$ cat src/rtl/pio_pkg.sv
// Shared constants and helpers for the PIO fetch/issue slice.
// Opcodes, delay-field location and the side-set delay mask.
package pio_pkg;

  localparam int ADDR_W            = 5;
  localparam int INSTR_W           = 16;
  localparam int DELAY_LSB         = 8;
  localparam int DELAY_MSB         = 12;
  localparam int DELAY_W           = DELAY_MSB - DELAY_LSB + 1;
  localparam int MAX_SIDESET_DELAY = 5;

  typedef enum logic [2:0] {
    OP_JMP      = 3'd0,
    OP_WAIT     = 3'd1,
    OP_IN       = 3'd2,
    OP_OUT      = 3'd3,
    OP_PUSHPULL = 3'd4,
    OP_MOV      = 3'd5,
    OP_IRQ      = 3'd6,
    OP_SET      = 3'd7
  } opcode_e;

  // Side-set bits steal the top of the delay field.
  function automatic logic [DELAY_W-1:0] delay_mask(
    input logic [2:0] ss
  );
    logic [2:0] n;
    logic [5:0] m;
    n = (ss > 3'd5) ? 3'd5 : ss;
    m = (6'd1 << (3'd5 - n)) - 6'd1;
    return m[DELAY_W-1:0];
  endfunction

endpackage

$ cat src/rtl/pio_imem.sv
// 32x16 instruction memory: async clear, one write port,
// one combinational read port.
module pio_imem
  import pio_pkg::*;
(
  input  logic               clk,
  input  logic               reset_n,
  input  logic               we,
  input  logic [ADDR_W-1:0]  waddr,
  input  logic [INSTR_W-1:0] wdata,
  input  logic [ADDR_W-1:0]  raddr,
  output logic [INSTR_W-1:0] rdata
);

  logic [INSTR_W-1:0] mem_q [2**ADDR_W];

  always_ff @(posedge clk or negedge reset_n) begin
    if (!reset_n) begin
      for (int i = 0; i < 2**ADDR_W; i++) begin
        mem_q[i] <= '0;
      end
    end else if (we) begin
      mem_q[waddr] <= wdata;
    end
  end

  assign rdata = mem_q[raddr];

endmodule

$ cat src/rtl/pio_fetch.sv
// PIO fetch/issue stage: instruction memory, forced-instruction
// holding register and per-instruction delay counter.
module pio_fetch
  import pio_pkg::*;
(
  input  logic               clk,
  input  logic               reset_n,
  input  logic               penable,
  input  logic               sm_restart,
  input  logic [ADDR_W-1:0]  pc,
  input  logic               stalled_in,
  input  logic [2:0]         sideset_bits,
  input  logic               mem_we,
  input  logic [ADDR_W-1:0]  mem_waddr,
  input  logic [INSTR_W-1:0] mem_wdata,
  input  logic               imm_valid,
  input  logic [INSTR_W-1:0] imm_instr,
  output logic               imm_ready,
  output logic [INSTR_W-1:0] instr,
  output logic               is_imm,
  output logic               issue,
  output logic               delay_busy
);

  logic [INSTR_W-1:0] mem_rdata;
  logic               imm_pend_q, imm_pend_d;
  logic [INSTR_W-1:0] imm_buf_q, imm_buf_d;
  logic [DELAY_W-1:0] delay_q, delay_d;

  pio_imem u_imem (
    .clk     (clk),
    .reset_n (reset_n),
    .we      (mem_we),
    .waddr   (mem_waddr),
    .wdata   (mem_wdata),
    .raddr   (pc),
    .rdata   (mem_rdata)
  );

  assign imm_ready  = !imm_pend_q;
  assign is_imm     = imm_pend_q;
  assign instr      = imm_pend_q ? imm_buf_q : mem_rdata;
  assign delay_busy = (delay_q != '0);

  // Forced instructions bypass both penable and any pending delay.
  assign issue = !stalled_in &&
                 (imm_pend_q || (penable && delay_q == '0));

  always_comb begin
    imm_pend_d = imm_pend_q;
    imm_buf_d  = imm_buf_q;
    delay_d    = delay_q;

    if (imm_pend_q) begin
      if (issue) imm_pend_d = 1'b0;
    end else if (imm_valid) begin
      imm_pend_d = 1'b1;
      imm_buf_d  = imm_instr;
    end

    // A pending forced instruction freezes the countdown.
    if (sm_restart) begin
      delay_d = '0;
    end else if (!imm_pend_q) begin
      if (issue) begin
        delay_d = instr[DELAY_MSB:DELAY_LSB] &
                  delay_mask(sideset_bits);
      end else if (penable && delay_q != '0) begin
        delay_d = delay_q - 1'b1;
      end
    end
  end

  always_ff @(posedge clk or negedge reset_n) begin
    if (!reset_n) begin
      imm_pend_q <= 1'b0;
      imm_buf_q  <= '0;
      delay_q    <= '0;
    end else begin
      imm_pend_q <= imm_pend_d;
      imm_buf_q  <= imm_buf_d;
      delay_q    <= delay_d;
    end
  end

endmodule

$ cat config.mk
export PLATFORM = sky130hd
export DESIGN_NAME = pio_fetch
export DESIGN_NICKNAME = d
export VERILOG_FILES = /design/src/rtl/pio_pkg.sv /design/src/rtl/pio_imem.sv /design/src/rtl/pio_fetch.sv
export SDC_FILE = /design/constraint.sdc
export NUM_CORES = 1
export LEC_CHECK = 0
export ABC_CLOCK_PERIOD_IN_PS = 5500
export CORE_MARGIN = 2
export CORE_UTILIZATION = 45
export DETAILED_ROUTE_END_ITERATION = 7
export PLACE_DENSITY = 0.62
export RECOVER_POWER = 25
export SETUP_SLACK_MARGIN = 0.05
export SLEW_MARGIN = 0
export SYNTH_ARGS = -nofsm -noshare
export SYNTH_HDL_FRONTEND = slang
export SYNTH_SLANG_ARGS = --single-unit
$ cat constraint.sdc
create_clock -name clk -period 5.5 [get_ports clk]
set_input_delay 1.1 -clock clk [delete_from_list [all_inputs] [get_ports clk]]
set_output_delay 1.1 -clock clk [all_outputs]
set_load 0.01 [all_outputs]
### Word level (Yosys, flattened, before mapping)

Cells that the tools add are included.

* bitwise operators: 4
* mux-type cells: 15
* equality and inequality tests: 1
* shift operators: 1
* $add $sub $neg: 3
* reduce and logical (&&, ||, !) cells: 12
* magnitude comparators: 4

Operators by type and width (count)
* 512-bit bitwise mux: 1
* 16-bit binary-select mux with 5-bit select: 1
* 16-bit demux with 5-bit select: 1
* 16-bit two-way mux: 4
* 5-bit two-way mux: 4
* 6-bit >= comparator, second input constant: 2
* 5-bit inverter with 6-bit output: 2
* 5-bit by 1-bit subtractor with 5-bit output, second input constant: 2
* 6-bit by 1-bit < comparator with 1-bit output, second input constant: 1
* 5-bit AND: 1
* 5-bit zero test: 1
* 5-bit nonzero test: 1
* 1-bit by 3-bit << shifter with 5-bit output, first input constant: 1
* 1-bit logical AND: 4
* 2-bit AND reduction: 2
* 3-bit > comparator, second input constant: 1
* 1-bit two-way mux: 3
* 3-bit two-way mux: 1
* 3-bit nonzero test: 1
* 3-bit subtractor, first input constant: 1
* 1-bit zero test: 2
* 2-bit != test, second input constant: 1
* 1-bit logical OR: 1
* 1-bit inverter: 1

* output and inout bits: 20
* logic and storage cells: 75
* register bits: 534

### Depth between registers and ports, before layout

Gate-level depths: netlist of run 1.

* depth in word-level cells: 9
* mapped depth: 9

### Modules after synthesis

From an unflattened synthesis of run 1, not the netlist that was laid out.

* cells, all modules: 1836
* area, all modules: 25175.4 um2

Modules (own cells, without submodules)
* pio_imem: seq. area each 12812.3 um2, cells each 1730, area an instance 23907.9 um2, times used 1
* pio_fetch: seq. area each 550.5 um2, cells each 106, area an instance 1267.5 um2, times used 1

### Worst setup path after synthesis of run 1

No wires, ideal clock.

* path type: input-to-output
* start point: input pc[0]
* end point: output instr[0]
* arrival time: 2.553 ns
* stages: 6
* slack: 1.847 ns
* path through: buf_6 > buf_6 > buf_4 > mux4_2 > a221oi_2 > o221ai_1

* longest elaborated chain between the ends: 5

RTL lines
* start, declared: line pio_fetch.sv:10 `input logic [ADDR_W-1:0] pc,`
* 5-bit inverter with 6-bit output (implied by the code): line pio_imem.sv:27 `assign rdata = mem_q[raddr];`
* 16-bit binary-select mux with 5-bit select: line pio_imem.sv:27
* 16-bit two-way mux (implied by the code) (2 in series): line pio_imem.sv:27
* 16-bit two-way mux: line pio_fetch.sv:42 `assign instr = imm_pend_q ? imm_buf_q : mem_rdata;`
* end, declared: line pio_fetch.sv:19 `output logic [INSTR_W-1:0] instr,`

Every way passes these cells. The select of a mux whose other input is x is not followed.

### Final worst setup path of run 1

* start point: input pc[1]
* end point: output instr[7]

Same word-level chain as after synthesis.

==> run_results.csv, run 1 <==
group,metric,value,unit
clock_network,cts_setup_buffers,0,
global_routing,grt_max_degree,130,
global_routing,grt_pass1_vias,14810,
drt,vias,13780,
yosys,yosysTopAreaCell,"dfrtp_1",
yosys,syn_nets,1614,
yosys,yosysUniqueCellTypes,54,
drt,drt_pre_antenna_iters,5,
sta,fin_tns_setup,0,ns
yosys,avgSynthCellArea,15.80,µm²
pwr,finalPower,0.01077,W
yosys,synthCells,1560,
drt,vias_per_cell,5.898,
sta,setup_violations,0,
critical_path,worstPathArrival,3.86,ns
critical_path,criticalPathCategory,"in -> out",
critical_path,timing.rr.end,"delay_q[3]",
drt,routed_wl,59690,µm
finish,drive_gt1_share,49.76,%
critical_path,startpoint_type,"input pin",
yosys,synth.area.top_cells,"dfrtp_1, mux2_2, mux4_2",
yosys,ys.flop_type,"dfrtp_1",
yosys,yosys_warnings,0,
finish,nets,1651,
yosys,seq_area_frac_synth,54.23,%
global_routing,grt_use_total,21.78,%
drt,ant_nets,0,
global_routing,antenna_found_initial,0,
sta,rsz0062_at_grt,"no",
run,max_cap_viol_count,1,
finish,final_util,51.39,%
pwr,power.density,388.0,mW/mm²
sta,finalCriticalPeriod,4.961,ns
yosys,yosysMostFrequentCell,"dfrtp_1",
yosys,async_flop_share,100.0,%
floorplan,io_pins,72,
yosys,netlist_area,0.02464,mm²
drt,wire_per_inst,25.54,µm
floorplan,die_area,0.05665,mm²
min_path,hold_start,"u_imem.mem_q[249]",
run_status,violations,"capacitance limit, slew limit",
global_routing,grt_first_pass_wirelength,93140,µm
pwr,p_leak,12.22,nW
min_path,min_to,"u_imem.mem_q[249]",
floorplan,core,0.05403,mm²
place,gp_congestion,0.7616,
floorplan,rows,85,
sta,period_share,90.21,%
finish,fill_cells,4482,
yosys,synth_top_area_share,54.23,%
floorplan,die_height,238.0,µm
critical_path,end_kind,"primary output",
clock_network,cts_buffers,57,
clock_network,cts_tree,"built",
clock_network,root_buffer,"clkbuf_16",
yosys,synth_common_cells,"dfrtp_1, mux2_2, mux4_2, clkbuf_1, nand2_1",
sta,slew_headroom,-98.34,%
min_path,hold_path.class,"reg -> reg",
min_path,hold_depth,1,
sta,fmax,201.6,MHz
clock_network,ctsHoldBuffers,0,
clock_network,clock_sinks,534,
place,hpwl,36370,µm
sta,tightest_slew,2.975,ns
clock_network,htreeDepth,2,
critical_path,worstPathRequired,4.40,ns
critical_path,cp_max_fo,65,
place,io_buffer_count,71,
critical_path,rr_startpoint,"delay_q[0]",
run_status,status,"finished with violations",
critical_path,reg2reg_slack,3.32,ns
clock_network,clk_latency,0.61,ns
yosys,synth_edf_count,0,
floorplan,dieWidth,238.0,µm
sta,maxSlewViolCount,112,
clock_network,cts_resized,0,
clock_network,cts_buffer_depth,3,
drt,drtIter0Drc,962,
yosys,yosys_register_bits,534,
critical_path,reg2reg_depth,7,
drt,drcViolationCount,0,
sta,hold_viol,0,
floorplan,initial_core_util,45.61,%
sta,fin_skew,0.02567,ns
sta,whs,0.4865,ns
global_routing,grt-ovfl-total,0,
pwr,ir_drop,0.0002715,V
finish,syn_to_final_growth,12.67,%
clock_network,clk_pin_slew,0.06,ns
layout by cell type (no fill, tap or decap), drive strengths merged, types with 2 or more instances in the layout:
| cell type | count |
|---|---|
| dfrtp | 534 |
| mux2 | 530 |
| mux4 | 125 |
| clkbuf | 93 |
| clkdlybuf4s50 | 67 |
| buf | 45 |
| nand2 | 42 |
| nor2 | 28 |
| mux2i | 25 |
| a22o | 25 |
| a221oi | 24 |
| o221ai | 11 |
| inv | 10 |
| nor2b | 7 |
| clkinv | 6 |
| o21ai | 6 |
| a22oi | 5 |
| nor3b | 5 |
| nand3 | 4 |
| or2 | 4 |
| nand3b | 4 |
| nor3 | 4 |
| xnor2 | 4 |
| a21oi | 4 |
| a21o | 3 |
| o2bb2ai | 3 |
| and2 | 2 |
| ha | 2 |
| bufinv | 2 |
critical path, cell delays in order:
cell and delay (ns):
buf_6 0.57, buf_4 0.49, mux4_2 0.36, a22o_1 0.25
a221oi_2 0.18, o221ai_1 0.24, clkdlybuf4s50_1 0.55
report_power, final:
part | internal, W | total [W] | switching (W) | leakage (nW)
combinational | 0.00113 | 0.00189 | 0.000763 | 4.50
sequential | 0.00470 | 0.00508 | 0.000377 | 6.81
clock | 0.00224 | 0.00381 | 0.00157 | 0.915
worst max path at each step:
| stage | startpoint | endpoint | slack [ns] | cells past startpoint |
|---|---|---|---|---|
| floorplan | pc[0] | instr[0] | 1.85 | 6 |
| global placement | pc[1] | instr[15] | 0.55 | 7 |
| detailed placement | pc[4] | instr[9] | 0.55 | 7 |
| CTS | pc[4] | instr[9] | 0.56 | 7 |
| global route | pc[4] | instr[9] | 0.45 | 7 |
| finish | pc[1] | instr[7] | 0.54 | 7 |
cells by family after synthesis:
| family | count (synthesis) | share of synthesized area (%) |
|---|---|---|
| mux | 680 | 36.71 |
| xor+xnor | 4 | 0.1422 |
| compound gates | 87 | 3.443 |
| buf+inv | 144 | 3.057 |
| flops | 534 | 54.23 |
| fa+ha+maj | 2 | 0.1015 |
| simple gates | 109 | 2.321 |
through the flow:
stage / std cells / cell area, µm² / setup slack [ns]
after floorplan: 1560 / 24640 / 1.847
after global placement: 2234 / 25920 / 0.5539
after detailed placement: 2234 / 25920 / 0.5499
after CTS: 2336 / 27770 / 0.5560
after global routing: 2336 / 27760 / 0.4535
final: 2337 / 27760 / 0.5385
per-layer routing:
metal  vias up  part of all wire, %  track usage (%)
met3        81                  3.6            3.552
met1      7559                   47            31.19
met5         -                    0                0
met4         0                  2.3            5.455
li1       5923                    -                -
met2       221                   47            34.95
state kept, by name (all words and copies together) (netlist names):
name	flops
u_imem.mem_q	512
imm_buf_q	16
delay_q	5
is_imm	1
layout make-up:
type | count | area [µm²] | area share (%)
Clock inverter | 12 | 123.9 | 0.4462
Inverter | 7 | 26.28 | 0.09464
Timing Repair Buffer | 115 | 1096 | 3.948
Sequential cell | 534 | 13360 | 48.13
Clock buffer | 90 | 1730 | 6.233
Antenna cell | 1 | 2.502 | 0.009013
Multi-Input combinational cell | 882 | 10550 | 38.00
Tap cell | 696 | 870.8 | 3.137
(Power assumes the default switching activity.)
==> run 2: changes to the inputs <==
--- a/config.mk
+++ b/config.mk
@@ -5,13 +5,11 @@
 export SDC_FILE = /design/constraint.sdc
 export NUM_CORES = 1
 export LEC_CHECK = 0
-export ABC_CLOCK_PERIOD_IN_PS = 5500
 export CORE_MARGIN = 2
 export CORE_UTILIZATION = 45
 export DETAILED_ROUTE_END_ITERATION = 7
 export PLACE_DENSITY = 0.62
 export RECOVER_POWER = 25
-export SETUP_SLACK_MARGIN = 0.05
 export SLEW_MARGIN = 0
 export SYNTH_ARGS = -nofsm -noshare
 export SYNTH_HDL_FRONTEND = slang
==> results of run 2 <==
Final layout, timing and power as in run 1 (identical DEF).
